==> src/rtl/param_code_lock_pkg.sv <==
// lock_pkg: state encoding and width helpers shared by the code-lock files.
package lock_pkg;

    typedef enum logic [2:0] {IDLE, ENTRY, UNLOCKED, LOCKOUT, PROGRAM} state_e;

    function automatic int btn_w(input int n);
        return (n > 1) ? $clog2(n) : 1;
    endfunction

    function automatic int cnt_w(input int n);
        return (n > 0) ? $clog2(n + 1) : 1;
    endfunction

endpackage

==> src/rtl/param_code_lock_btn_pulse.sv <==
// btn_pulse: two-flop synchroniser plus registered rising-edge one-shot for one raw button.
module btn_pulse
    import lock_pkg::*;
(
    input  logic clk,
    input  logic rst,
    input  logic btn_i,
    output logic pulse_o
);

    logic [2:0] sync_q;
    logic       pulse_q;

    always_ff @(posedge clk or negedge rst) begin
        if (!rst) begin
            sync_q  <= '0;
            pulse_q <= 1'b0;
        end else begin
            sync_q  <= {sync_q[1:0], btn_i};
            pulse_q <= sync_q[1] & ~sync_q[2];
        end
    end

    assign pulse_o = pulse_q;

endmodule

==> src/rtl/param_code_lock.sv <==
// param_code_lock: N_BTN-button CODE_LEN-step sequence lock with fail lockout and entry timeout.
// Defining LOCK_PROG_EN adds a PROGRAM state for rewriting the code while unlocked.
module param_code_lock
    import lock_pkg::*;
#(
    parameter int          N_BTN        = 4,
    parameter int          CODE_LEN     = 4,
    parameter logic [63:0] DEFAULT_CODE = 64'h3120,
    parameter int          MAX_FAILS    = 3,
    parameter int          LOCKOUT_CYC  = 1000,
    parameter int          TIMEOUT_CYC  = 500
) (
    input  logic                            clk,
    input  logic                            rst,
    input  logic [N_BTN-1:0]                btn_in,
    input  logic                            prog,
    output logic                            is_unlocked,
    output logic                            locked_out,
    output logic [$clog2(CODE_LEN+1)-1:0]   step_cnt,
    output logic [3:0]                      fail_cnt
);

    localparam int BW = btn_w(N_BTN);
    localparam int SW = $clog2(CODE_LEN + 1);
    localparam int CW = CODE_LEN * BW;
    localparam int TW = cnt_w((LOCKOUT_CYC > TIMEOUT_CYC) ? LOCKOUT_CYC : TIMEOUT_CYC);

    logic [N_BTN-1:0] pulse;
    logic [BW-1:0]    idx;
    logic             any_press, single, hit, hit0, to_lock, timeout, lock_done;
    logic [CW-1:0]    code;
    logic [3:0]       fail_inc;
    state_e           st_q, st_d;
    logic [SW-1:0]    step_q, step_d;
    logic [3:0]       fail_q, fail_d;
    logic [TW-1:0]    tmr_q, tmr_d;

    for (genvar i = 0; i < N_BTN; i++) begin : g_btn
        btn_pulse u_pulse (.clk(clk), .rst(rst), .btn_i(btn_in[i]), .pulse_o(pulse[i]));
    end

    always_comb begin
        idx = '0;
        for (int i = 0; i < N_BTN; i++) idx = pulse[i] ? BW'(i) : idx;
    end

`ifdef LOCK_PROG_EN
    logic [CW-1:0] code_q, code_d, prg_q, prg_d;
    assign code = code_q;
`else
    logic unused_prog;
    assign unused_prog = prog;
    assign code        = DEFAULT_CODE[CW-1:0];
`endif

    // More than one simultaneous pulse is a press, but never a matching one.
    assign any_press = |pulse;
    assign single    = any_press && ((pulse & (pulse - N_BTN'(1))) == '0);
    assign hit0      = single && (idx == code[0 +: BW]);
    assign hit       = single && (idx == code[int'(step_q) * BW +: BW]);
    assign fail_inc  = (fail_q == 4'hF) ? fail_q : fail_q + 4'd1;
    assign to_lock   = ({1'b0, fail_q} + 5'd1) == 5'(MAX_FAILS);
    assign timeout   = (TIMEOUT_CYC != 0) && (tmr_q == TW'(TIMEOUT_CYC - 1));
    assign lock_done = tmr_q == TW'(LOCKOUT_CYC - 1);

    always_comb begin
        st_d   = st_q;
        step_d = step_q;
        fail_d = fail_q;
        tmr_d  = (&tmr_q) ? tmr_q : tmr_q + TW'(1);
`ifdef LOCK_PROG_EN
        code_d = code_q;
        prg_d  = prg_q;
`endif
        case (st_q)
            IDLE: if (hit0) begin
                st_d   = (CODE_LEN == 1) ? UNLOCKED : ENTRY;
                step_d = SW'(1);
                fail_d = (CODE_LEN == 1) ? 4'd0 : fail_q;
            end
            ENTRY: if (hit) begin
                step_d = step_q + SW'(1);
                st_d   = (step_d == SW'(CODE_LEN)) ? UNLOCKED : ENTRY;
                fail_d = (step_d == SW'(CODE_LEN)) ? 4'd0 : fail_q;
            end else if (any_press || timeout) begin
                fail_d = fail_inc;
                st_d   = to_lock ? LOCKOUT : hit0 ? ENTRY : IDLE;
                step_d = (st_d == ENTRY) ? SW'(1) : '0;
            end
            UNLOCKED: begin
                if (any_press) begin
                    st_d   = hit0 ? ((CODE_LEN == 1) ? UNLOCKED : ENTRY) : IDLE;
                    step_d = hit0 ? SW'(1) : '0;
                end
`ifdef LOCK_PROG_EN
                if (prog) begin
                    st_d   = PROGRAM;
                    step_d = '0;
                end
`endif
            end
            LOCKOUT: if (lock_done) begin
                st_d   = IDLE;
                fail_d = '0;
            end
`ifdef LOCK_PROG_EN
            // New digits are staged so an aborted session leaves the live code untouched.
            PROGRAM: if ((any_press && !single) || timeout) begin
                st_d   = UNLOCKED;
                step_d = SW'(CODE_LEN);
            end else if (single) begin
                prg_d[int'(step_q) * BW +: BW] = idx;
                step_d = step_q + SW'(1);
                if (step_d == SW'(CODE_LEN)) begin
                    st_d   = IDLE;
                    step_d = '0;
                    code_d = prg_d;
                end
            end
`endif
            default: st_d = IDLE;
        endcase
        // Lockout must run its full length, so presses only clear the timer outside it.
        if (st_d != st_q || (any_press && st_q != LOCKOUT)) tmr_d = '0;
    end

    always_ff @(posedge clk or negedge rst) begin
        if (!rst) begin
            st_q   <= IDLE;
            step_q <= '0;
            fail_q <= '0;
            tmr_q  <= '0;
        end else begin
            st_q   <= st_d;
            step_q <= step_d;
            fail_q <= fail_d;
            tmr_q  <= tmr_d;
        end
    end

`ifdef LOCK_PROG_EN
    always_ff @(posedge clk or negedge rst) begin
        if (!rst) begin
            code_q <= DEFAULT_CODE[CW-1:0];
            prg_q  <= DEFAULT_CODE[CW-1:0];
        end else begin
            code_q <= code_d;
            prg_q  <= prg_d;
        end
    end
`endif

    assign is_unlocked = (st_q == UNLOCKED) || (st_q == PROGRAM);
    assign locked_out  = st_q == LOCKOUT;
    assign step_cnt    = step_q;
    assign fail_cnt    = fail_q;

endmodule

==> config.mk <==
export PLATFORM = sky130hd
export DESIGN_NAME = param_code_lock
export DESIGN_NICKNAME = d
export VERILOG_FILES = /design/src/rtl/param_code_lock_pkg.sv /design/src/rtl/param_code_lock_btn_pulse.sv /design/src/rtl/param_code_lock.sv
export SDC_FILE = /design/constraint.sdc
export NUM_CORES = 1
export LEC_CHECK = 0
export ABC_AREA = 1
export CORE_MARGIN = 3
export CORE_UTILIZATION = 55
export DETAILED_ROUTE_END_ITERATION = 16
export GPL_TIMING_DRIVEN = 0
export PLACE_DENSITY = 0.82
export SLEW_MARGIN = 40
export SYNTH_ARGS = -nofsm -noshare
export SYNTH_HDL_FRONTEND = slang
export SYNTH_SLANG_ARGS = --single-unit
==> constraint.sdc <==
create_clock -name clk -period 3.2 [get_ports clk]
set_clock_uncertainty 0.1 [all_clocks]
set_input_delay 0.64 -clock clk [delete_from_list [all_inputs] [get_ports clk]]
set_output_delay 0.64 -clock clk [all_outputs]
set_load 0.01 [all_outputs]
==> results.py, run 1 <==
metrics = {
    "status": {
        "status": "finished clean",
    },
    "placed_design": {
        "gp_congestion": 0.857,
        "port_buffers": 14,
        "dp_slack_ns": 1.12,
        "dpl.hpwl_mm": 2.31,
    },
    "clock_network": {
        "cts_tree": "done",
        "cts_buffer_depth": 2,
        "post_cts_buffers": 0,
        "cts_hold_buf": 0,
        "cts_sinks": 36,
        "htreeDepth": 2,
        "path_clk_slew_ns": 0.11,
        "root_buffer": "clkbuf_4",
        "cts_made_buffers": 5,
        "clk_latency_ns": 0.34,
        "post_cts_resized": 0,
    },
    "min_path": {
        "hp-class": "input port to asynchronous set/reset pin",
    },
    "floorplanning": {
        "io_pins": 16,
        "initial_utilization_pct": 58.3,
        "rows": 20,
        "die_area_mm2": 0.00398,
        "die_y_um": 63.1,
        "core-area_mm2": 0.00308,
        "dieWidth_um": 63.1,
    },
    "grt": {
        "groute.layer.met1.usage_pct": 19.5,
        "grt-ovfl-total": 0,
        "use_met2_pct": 32.0,
        "grt_pass1_wl_mm": 5.64,
        "antenna_found_initial": 0,
        "grt.total_usage_pct": 18.0,
        "grt_pass1_vias": 1404,
        "grt_max_degree": 20,
        "grt_busiest_layer": "met2",
        "gr-usage-met3_pct": 4.99,
    },
    "timing": {
        "hold_viol": 0,
        "finalSetupViolations": 0,
        "maxSlewViolCount": 0,
        "rsz0062_at_grt": "no",
        "fin_crit_sh_pct": 77.4,
        "layout_setup_ws_ns": 0.724,
        "finalSetupTns_ns": 0,
        "max_freq_mhz": 404,
        "period_needed_ns": 2.48,
    },
    "setup_path": {
        "cp_data_arrival_time_ns": 1.74,
        "rr_worst_depth": 14,
        "max_stage_delay_ns": 0.53,
        "path_depth": 4,
        "cp-start-kind": "flip-flop",
        "end_kind": "output pin",
        "critPathTopFamily": "buffers and inverters",
        "path_buf_inv": 1,
        "crit_top_cell": "nand2_1",
        "cp_slowest_cell": "clkdlybuf4s50_1",
        "required_ns": 2.46,
        "crit_path_max_fanout": 6,
        "critPathKind": "flip-flop to output pin",
        "path_cells": "nor2_1 -> nand2_1 -> nand2_1 -> clkdlybuf4s50_1",
    },
    "synthesis": {
        "postSynthCellCount": 209,
        "yosysSeqAreaShare_pct": 50.2,
        "syn_nets": 222,
        "yosys_warnings": 0,
        "syn_area_mm2": 0.00179,
        "avgSynthCellArea_um2": 8.58,
        "synthDistinctLibCells": 28,
        "ys_ff_latch": 36,
    },
    "drt": {
        "vias": 1386,
        "drtIter0Drc": 67,
        "drt_wl_total_mm": 3.05,
        "drc": 0,
        "post_drt_wl_per_cell_um": 11.1,
        "antenna_left": 0,
        "drt_pre_antenna_iters": 4,
        "via_per_inst": 5.02,
    },
    "layout": {
        "fillCellCount": 256,
        "fin_util_pct": 69.5,
        "antenna_cells": 0,
        "drive_above_1_share_pct": 15.1,
        "final_net_count": 244,
        "area_growth_pct": 19.3,
    },
    "power_and_ir_drop": {
        "leakage_uw": 0.000995,
        "vdd_drop_max_v": 0.000366,
        "powerDensity_mw_per_mm2": 513,
    },
    "job": {
        "drv_cap": 0,
    },
}
-- synth_stat cells --
| cell | n | area [um2] |
|---|---|---|
| o21ai_2 | 1 | 8.76 |
| o21ai_0 | 8 | 40.0 |
| conb_1 | 1 | 3.75 |
| o21ai_1 | 2 | 10.0 |
| a31oi_1 | 1 | 6.26 |
| nor3_1 | 2 | 10.0 |
| nand2_2 | 4 | 25.0 |
| nor2_1 | 19 | 71.3 |
| a22oi_1 | 1 | 7.51 |
| nand3_2 | 2 | 20.0 |
| a22oi_2 | 1 | 12.5 |
| mux2i_1 | 1 | 10.0 |
| ha_1 | 6 | 75.1 |
| nor4_1 | 1 | 6.26 |
| nand2_4 | 1 | 11.3 |
| nand3_1 | 18 | 90.1 |
| nor2_4 | 2 | 22.5 |
| xnor2_1 | 2 | 17.5 |
| nand2_1 | 49 | 184 |
| nand4_1 | 2 | 12.5 |
| inv_2 | 1 | 3.75 |
| dfrtp_1 | 36 | 901 |
| nor3_2 | 2 | 20.0 |
| inv_1 | 28 | 105 |
| o31ai_1 | 3 | 22.5 |
| xor2_1 | 2 | 17.5 |
| a21oi_1 | 2 | 10.0 |
| nor2_2 | 11 | 68.8 |
-- worst paths after layout --
kind | slack (ns) | endpoint | from
min in group clk | 0.26 | g_btn[3].u_pulse.sync_q[1] | g_btn[3].u_pulse.sync_q[0]
hold reg to reg | 0.26 | g_btn[3].u_pulse.sync_q[1] | g_btn[3].u_pulse.sync_q[0]
max in group asynchronous | 2.42 | tmr_q[1] | rst
hold / removal | 0.13 | step_cnt[2] | rst
setup reg to reg | 1.16 | fail_cnt[0] | step_cnt[0]
setup / recovery | 0.72 | is_unlocked | st_q[0]
-- power by group --
part | switching (uW) | total, uW | internal (uW)
Clock | 149 | 471 | 322
Combinational | 69.1 | 125 | 55.8
Sequential | 23.1 | 501 | 477
Total | 241 | 1100 | 855
-- placed cells by master, fill, tap and decap left out, types with 2 or more instances in the layout --
| cell type | count |
|---|---|
| a21oi_1 | 2 |
| bufinv_16 | 3 |
| clkbuf_4 | 5 |
| clkdlybuf4s50_1 | 13 |
| dfrtp_1 | 36 |
| ha_1 | 6 |
| inv_1 | 28 |
| nand2_1 | 49 |
| nand2_2 | 4 |
| nand3_1 | 18 |
| nand3_2 | 2 |
| nand4_1 | 2 |
| nor2_1 | 19 |
| nor2_2 | 11 |
| nor2_4 | 2 |
| nor3_1 | 2 |
| nor3_2 | 2 |
| o21ai_0 | 8 |
| o21ai_1 | 2 |
| o31ai_1 | 3 |
| xnor2_1 | 2 |
| xor2_1 | 2 |
-- metrics by stage --
| stage | hold WS, ns | instances | power [uW] | instance area [um2] |
|---|---|---|---|---|
| after floorplan | 0.231 | 209 | 576 | 1790 |
| after global placement | 0.232 | 267 | 625 | 1990 |
| after detailed placement | 0.235 | 268 | 635 | 2010 |
| after CTS | 0.133 | 276 | 1110 | 2140 |
| after global routing | 0.138 | 276 | 1160 | 2140 |
| final | 0.133 | 276 | 1100 | 2140 |
-- logic make-up after synthesis --
logic type / share of synthesized area, %
muxes: 0.558
adders and majority gates: 4.19
DFF: 50.2
other: 0.209
xor gates and xnor gates: 1.95
AOI/OAI and AO/OA: 6.56
buffers and inverters: 6.07
and+or+nand+nor: 30.2
-- routing by layer --
metal  up-vias  wire length (um)
met5         -                 0
met4         0                61
met3         9               134
met2        26              1560
met1       640              1300
li1        711                 -
-- area by class of cell --
type / count / area, um2 / share of cell area, %
flip-flops and latches: 36 / 901 / 42.1
well taps: 44 / 55.1 / 2.57
clock inverters: 3 / 90.1 / 4.21
multi-input cells: 144 / 783 / 36.6
clock buffers: 5 / 37.5 / 1.76
repair buffers: 15 / 163 / 7.61
inverters: 29 / 109 / 5.09
-- registers in the layout, indices dropped and copies added (netlist names) --
signal,flops
g_btn.u_pulse.sync_q,12
step_cnt,3
st_q,3
fail_cnt,4
g_btn.u_pulse.pulse_o,4
tmr_q,10
Note: power is estimated with default switching activity, not from simulation.
==> run 2, diff against run 1 <==
--- a/config.mk
+++ b/config.mk
@@ -7,10 +7,10 @@
 export LEC_CHECK = 0
 export ABC_AREA = 1
 export CORE_MARGIN = 3
-export CORE_UTILIZATION = 55
+export CORE_UTILIZATION = 51
 export DETAILED_ROUTE_END_ITERATION = 16
 export GPL_TIMING_DRIVEN = 0
-export PLACE_DENSITY = 0.82
+export PLACE_DENSITY = 0.8
 export SLEW_MARGIN = 40
 export SYNTH_ARGS = -nofsm -noshare
 export SYNTH_HDL_FRONTEND = slang
==> constraint.sdc (replaced) <==
create_clock -name clk -period 2.05 [get_ports clk]
set_clock_uncertainty 0.1 [all_clocks]
set_input_delay 0.41 -clock clk [delete_from_list [all_inputs] [get_ports clk]]
set_output_delay 0.41 -clock clk [all_outputs]
set_load 0.01 [all_outputs]
==> results.py, run 2 (synthesized netlist as in run 1, its figures left out) <==
metrics = {
    "status": {
        "status": "finished clean",
    },
    "clock_network": {
        "cts_buffer_depth": 2,
        "cts_sinks": 36,
        "clk_latency_ns": 0.34,
        "root_buffer": "clkbuf_4",
        "htreeDepth": 2,
        "cts_tree": "done",
        "path_clk_slew_ns": 0.11,
        "cts_made_buffers": 5,
    },
    "placed_design": {
        "dpl.hpwl_mm": 2.29,
        "placedCellCount": 268,
        "port_buffers": 14,
        "gp_congestion": 0.869,
        "dpl_cell_area_mm2": 0.00200,
    },
    "timing": {
        "maxSlewViolCount": 0,
        "period_needed_ns": 2.00,
        "max_freq_mhz": 499,
        "hold_viol": 0,
        "holdWs_ns": 0.260,
        "finalSetupViolations": 0,
        "fin_crit_sh_pct": 97.8,
    },
    "grt": {
        "grt_max_degree": 27,
        "antenna_found_initial": 0,
        "grt-ovfl-total": 0,
        "grt.total_usage_pct": 16.8,
        "grt_pass1_vias": 1410,
        "grt_pass1_wl_mm": 5.64,
    },
    "layout": {
        "largest_reg_flops": 12,
        "area_growth_pct": 24.4,
        "final_net_count": 251,
        "drive_above_1_share_pct": 24.7,
        "reg.largest.list": "g_btn.u_pulse.sync_q x12, tmr_q x10",
        "mostFrequentLayoutCells": "nand2_1, dfrtp_1, inv_1",
        "final_cell_area_mm2": 0.00223,
        "final_common_cell": "nand2_1",
        "fillCellCount": 270,
        "antenna_cells": 0,
        "fin_util_pct": 69.6,
        "regMostFlops": "g_btn.u_pulse.sync_q",
        "instances_no_fill": 283,
    },
    "min_path": {
        "min_path_cells": 0,
        "hp-class": "flip-flop to flip-flop",
    },
    "drt": {
        "drtIter0Drc": 67,
        "vias": 1443,
        "antenna_left": 0,
        "drc": 0,
        "post_drt_wl_per_cell_um": 12.2,
        "drt_pre_antenna_iters": 4,
        "via_per_inst": 5.10,
        "drt_wl_total_mm": 3.46,
    },
    "power_and_ir_drop": {
        "powerDensity_mw_per_mm2": 678,
        "leakage_uw": 0.000996,
        "vdd_drop_max_v": 0.000504,
    },
    "floorplanning": {
        "rows": 20,
        "die_area_mm2": 0.00426,
        "initial_utilization_pct": 56.0,
        "die_y_um": 65.3,
        "io_pins": 16,
        "dieWidth_um": 65.3,
        "core-area_mm2": 0.00320,
    },
    "setup_path": {
        "cp_data_arrival_time_ns": 2.18,
        "critPathKind": "flip-flop to flip-flop",
        "crit_path_max_fanout": 5,
        "required_ns": 2.22,
        "end_kind": "flip-flop",
        "cp-start-kind": "flip-flop",
        "rr_worst_depth": 11,
    },
    "job": {
        "drv_cap": 0,
    },
}
run 2: what timing repair did:
item                                    in CTS  in global routing
cloned                                       0                  1
hold buffers                                 1                  0
pin swaps                                    0                 10
resized for setup                            4                 22
endpoints found under the setup margin       2                 14
endpoints found under the hold margin       10                  0
buffers inserted                             1                  4
run 2: metal layers:
metal	track usage, %	wire length (um)	up-vias
li1	-	-	730
met3	4.10	145	7
met5	0	0	-
met1	19.4	1460	667
met4	5.44	53	0
met2	30.3	1800	39
run 2: cell type report:
cell class / count / area (um2) / area share (%)
multi-input cells: 145 / 882 / 39.5
flip-flops and latches: 36 / 905 / 40.5
clock inverters: 3 / 42.5 / 1.91
well taps: 44 / 55.1 / 2.47
repair buffers: 21 / 200 / 8.97
clock buffers: 5 / 37.5 / 1.68
inverters: 29 / 109 / 4.88
run 2: worst paths after layout:
check / start / end / slack [ns]
worst max register to register: g_btn[3].u_pulse.pulse_o / tmr_q[0] / 0.05
max in group asynchronous: rst / tmr_q[4] / 1.06
worst max-delay path: g_btn[3].u_pulse.pulse_o / tmr_q[0] / 0.05
worst min register to register: g_btn[3].u_pulse.sync_q[0] / g_btn[3].u_pulse.sync_q[1] / 0.26
min in group asynchronous: rst / fail_cnt[2] / 0.36
worst min-delay path: g_btn[3].u_pulse.sync_q[0] / g_btn[3].u_pulse.sync_q[1] / 0.26
run 2: critical path, cell delays in order, from the launching register on:
cell	delay, ns
dfrtp_1	0.42
inv_1	0.06
nand2_1	0.06
nor3_2	0.30
nand3_1	0.22
nand3_2	0.13
nand2_1	0.06
nand2_2	0.07
o21ai_2	0.07
nor2_4	0.22
nand2_4	0.12
nor2_2	0.11
run 2: stage by stage:
stage               TNS [ns]  total power, uW  setup slack, ns
global route          -0.129             1600          -0.0506
floorplan                  0              899            0.256
detailed placement         0              990           0.0716
CTS                        0             1490           0.0404
global placement      -10.20              977           -0.285
finish                     0             1510           0.0457
run 2: report_power, final:
group	switching, uW	internal (uW)
logic	124	101
registers	43.6	748
clock network	243	254
==> run 3, diff against run 2 <==
--- a/config.mk
+++ b/config.mk
@@ -9,7 +9,6 @@
 export CORE_MARGIN = 3
 export CORE_UTILIZATION = 51
 export DETAILED_ROUTE_END_ITERATION = 16
-export GPL_TIMING_DRIVEN = 0
 export PLACE_DENSITY = 0.8
 export SLEW_MARGIN = 40
 export SYNTH_ARGS = -nofsm -noshare
==> results.py, run 3 (synthesized netlist as in run 1, its figures left out) <==
metrics = {
    "clock_network": {
        "htreeDepth": 2,
        "root_buffer": "clkbuf_4",
        "cts_made_buffers": 5,
        "cts_hold_buf": 0,
        "path_clk_slew_ns": 0.11,
        "cts_sinks": 36,
        "cts_buffer_depth": 2,
        "clk_latency_ns": 0.34,
        "cts_tree": "done",
    },
    "timing": {
        "max_freq_mhz": 507,
        "hold_viol": 0,
        "finalSetupViolations": 0,
        "maxSlewViolCount": 0,
        "fin_crit_sh_pct": 96.2,
        "period_needed_ns": 1.97,
    },
    "floorplanning": {
        "io_pins": 16,
        "die_y_um": 65.3,
        "rows": 20,
        "core-area_mm2": 0.00320,
        "dieWidth_um": 65.3,
        "die_area_mm2": 0.00426,
        "initial_utilization_pct": 56.0,
    },
    "layout": {
        "fillCellCount": 263,
        "regMostFlops": "g_btn.u_pulse.sync_q",
        "instances_no_fill": 289,
        "largest_reg_flops": 12,
        "area_growth_pct": 27.5,
        "final_net_count": 257,
        "drive_above_1_share_pct": 26.5,
        "final_common_cell": "nand2_1",
        "antenna_cells": 0,
        "mostFrequentLayoutCells": "nand2_1, dfrtp_1, inv_1",
        "reg.largest.list": "g_btn.u_pulse.sync_q x12, tmr_q x10",
    },
    "grt": {
        "grt_max_degree": 37,
        "grt_pass1_wl_mm": 5.78,
        "grt.total_usage_pct": 17.5,
        "grt-ovfl-total": 0,
        "grt_pass1_vias": 1369,
        "antenna_found_initial": 0,
    },
    "drt": {
        "via_per_inst": 5.11,
        "post_drt_wl_per_cell_um": 12.8,
        "drtIter0Drc": 96,
        "vias": 1476,
        "drt_wl_total_mm": 3.69,
        "antenna_left": 0,
        "drt_pre_antenna_iters": 4,
        "drc": 0,
    },
    "power_and_ir_drop": {
        "seq_power_share_pct": 50.2,
        "p_switching_uw": 416,
        "p_clk_share_pct": 31.6,
        "powerDensity_mw_per_mm2": 680,
        "leakage_uw": 0.00104,
        "p_comb_share_pct": 18.2,
        "finalPower_uw": 1550,
        "p_sw_share_pct": 26.7,
        "vdd_drop_max_v": 0.000433,
        "p_int_uw": 1140,
    },
    "job": {
        "drv_cap": 0,
    },
    "setup_path": {
        "cp_data_arrival_time_ns": 1.46,
        "required_ns": 1.54,
        "path_cells": "buf_4 -> inv_1 -> nand3_1 -> nand2_1 -> dlygate4sd2_1",
        "path_buf_inv": 3,
        "critPathTopFamily": "buffers and inverters",
        "crit_path_max_fanout": 4,
        "cp-start-kind": "flip-flop",
        "worstSetupStartpoint": "st_q[0]",
        "critPathKind": "flip-flop to output pin",
        "max_stage_delay_ns": 0.44,
        "end_kind": "output pin",
        "timing.rr.start": "fail_cnt[0]",
        "cp_slowest_cell": "dfrtp_1",
    },
    "min_path": {
        "hp-class": "flip-flop to flip-flop",
        "worstHoldStart": "g_btn[3].u_pulse.sync_q[0]",
    },
    "placed_design": {
        "placedCellCount": 269,
        "port_buffers": 14,
        "gp_congestion": 0.886,
        "dpl.hpwl_mm": 2.22,
    },
    "status": {
        "status": "finished clean",
    },
}
run 3: timing repair:
item,in CTS,in global routing
setup buffers,2,9
setup endpoints to repair,2,14
cloned,0,1
resized for setup,3,27
pin swaps,0,9
run 3: metal layers:
| metal | share of wire [%] | wire, um | vias up | GRT usage, % |
|---|---|---|---|---|
| li1 | - | - | 735 | - |
| met1 | 41 | 1530 | 682 | 20.9 |
| met2 | 51 | 1870 | 41 | 29.3 |
| met3 | 3.9 | 145 | 18 | 5.81 |
| met4 | 4.1 | 153 | 0 | 6.22 |
| met5 | 0 | 0 | - | 0 |
run 3: worst paths after layout:
kind | endpoint | slack (ns) | depth (start not counted)
setup / recovery | is_unlocked | 0.08 | 5
hold / removal | g_btn[3].u_pulse.sync_q[1] | 0.26 | 0
setup reg to reg | tmr_q[3] | 0.08 | 15
hold reg to reg | g_btn[3].u_pulse.sync_q[1] | 0.26 | 0
max in group asynchronous | fail_cnt[1] | 1.16 | 2
min in group asynchronous | step_cnt[0] | 0.37 | 2
run 3: cell type report:
cell class	instances	area [um2]	share of cell area [%]
multi-input cells	145	907	39.7
inverters	29	109	4.76
well taps	44	55.1	2.41
flip-flops and latches	36	903	39.5
clock inverters	2	35.0	1.53
repair buffers	27	235	10.3
clock buffers	6	41.3	1.81
run 3: worst reg2reg max path: stages, from the launching register on:
cell     delay [ns]
dfrtp_2        0.45
buf_4          0.14
buf_4          0.13
nand3_1        0.07
nand2_1        0.05
nand2_1        0.08
nand2_1        0.08
nand2_1        0.10
nand2_1        0.05
nand3_1        0.09
nand2_2        0.08
nand2_2        0.07
nand2_1        0.08
nand2_4        0.14
nand2_8        0.09
nor2_4         0.11
run 3: power groups by stage:
stage | clock (uW) | sequential [uW] | combinational [uW]
6_report | 491 | 781 | 283
2_1_floorplan | 0 | 796 | 103
3_3_place_gp | 0 | 793 | 186
4_1_cts | 499 | 783 | 194
3_5_place_dp | 0 | 797 | 191
5_1_grt | 530 | 787 | 312
run 3: through the flow:
step / setup TNS, ns / utilization [%] / area [um2] / hold slack (ns) / setup WS, ns
3_5_place_dp: 0 / 62.5 / 2000 / 0.235 / 0.0620
4_1_cts: 0 / 65.4 / 2090 / 0.259 / 0.0258
3_3_place_gp: 0 / 62.5 / 2000 / 0.232 / 0.0953
6_report: 0 / 71.4 / 2290 / 0.257 / 0.0774
5_1_grt: -0.374 / 71.4 / 2290 / 0.284 / -0.0495
2_1_floorplan: 0 / - / 1790 / 0.0144 / 0.256
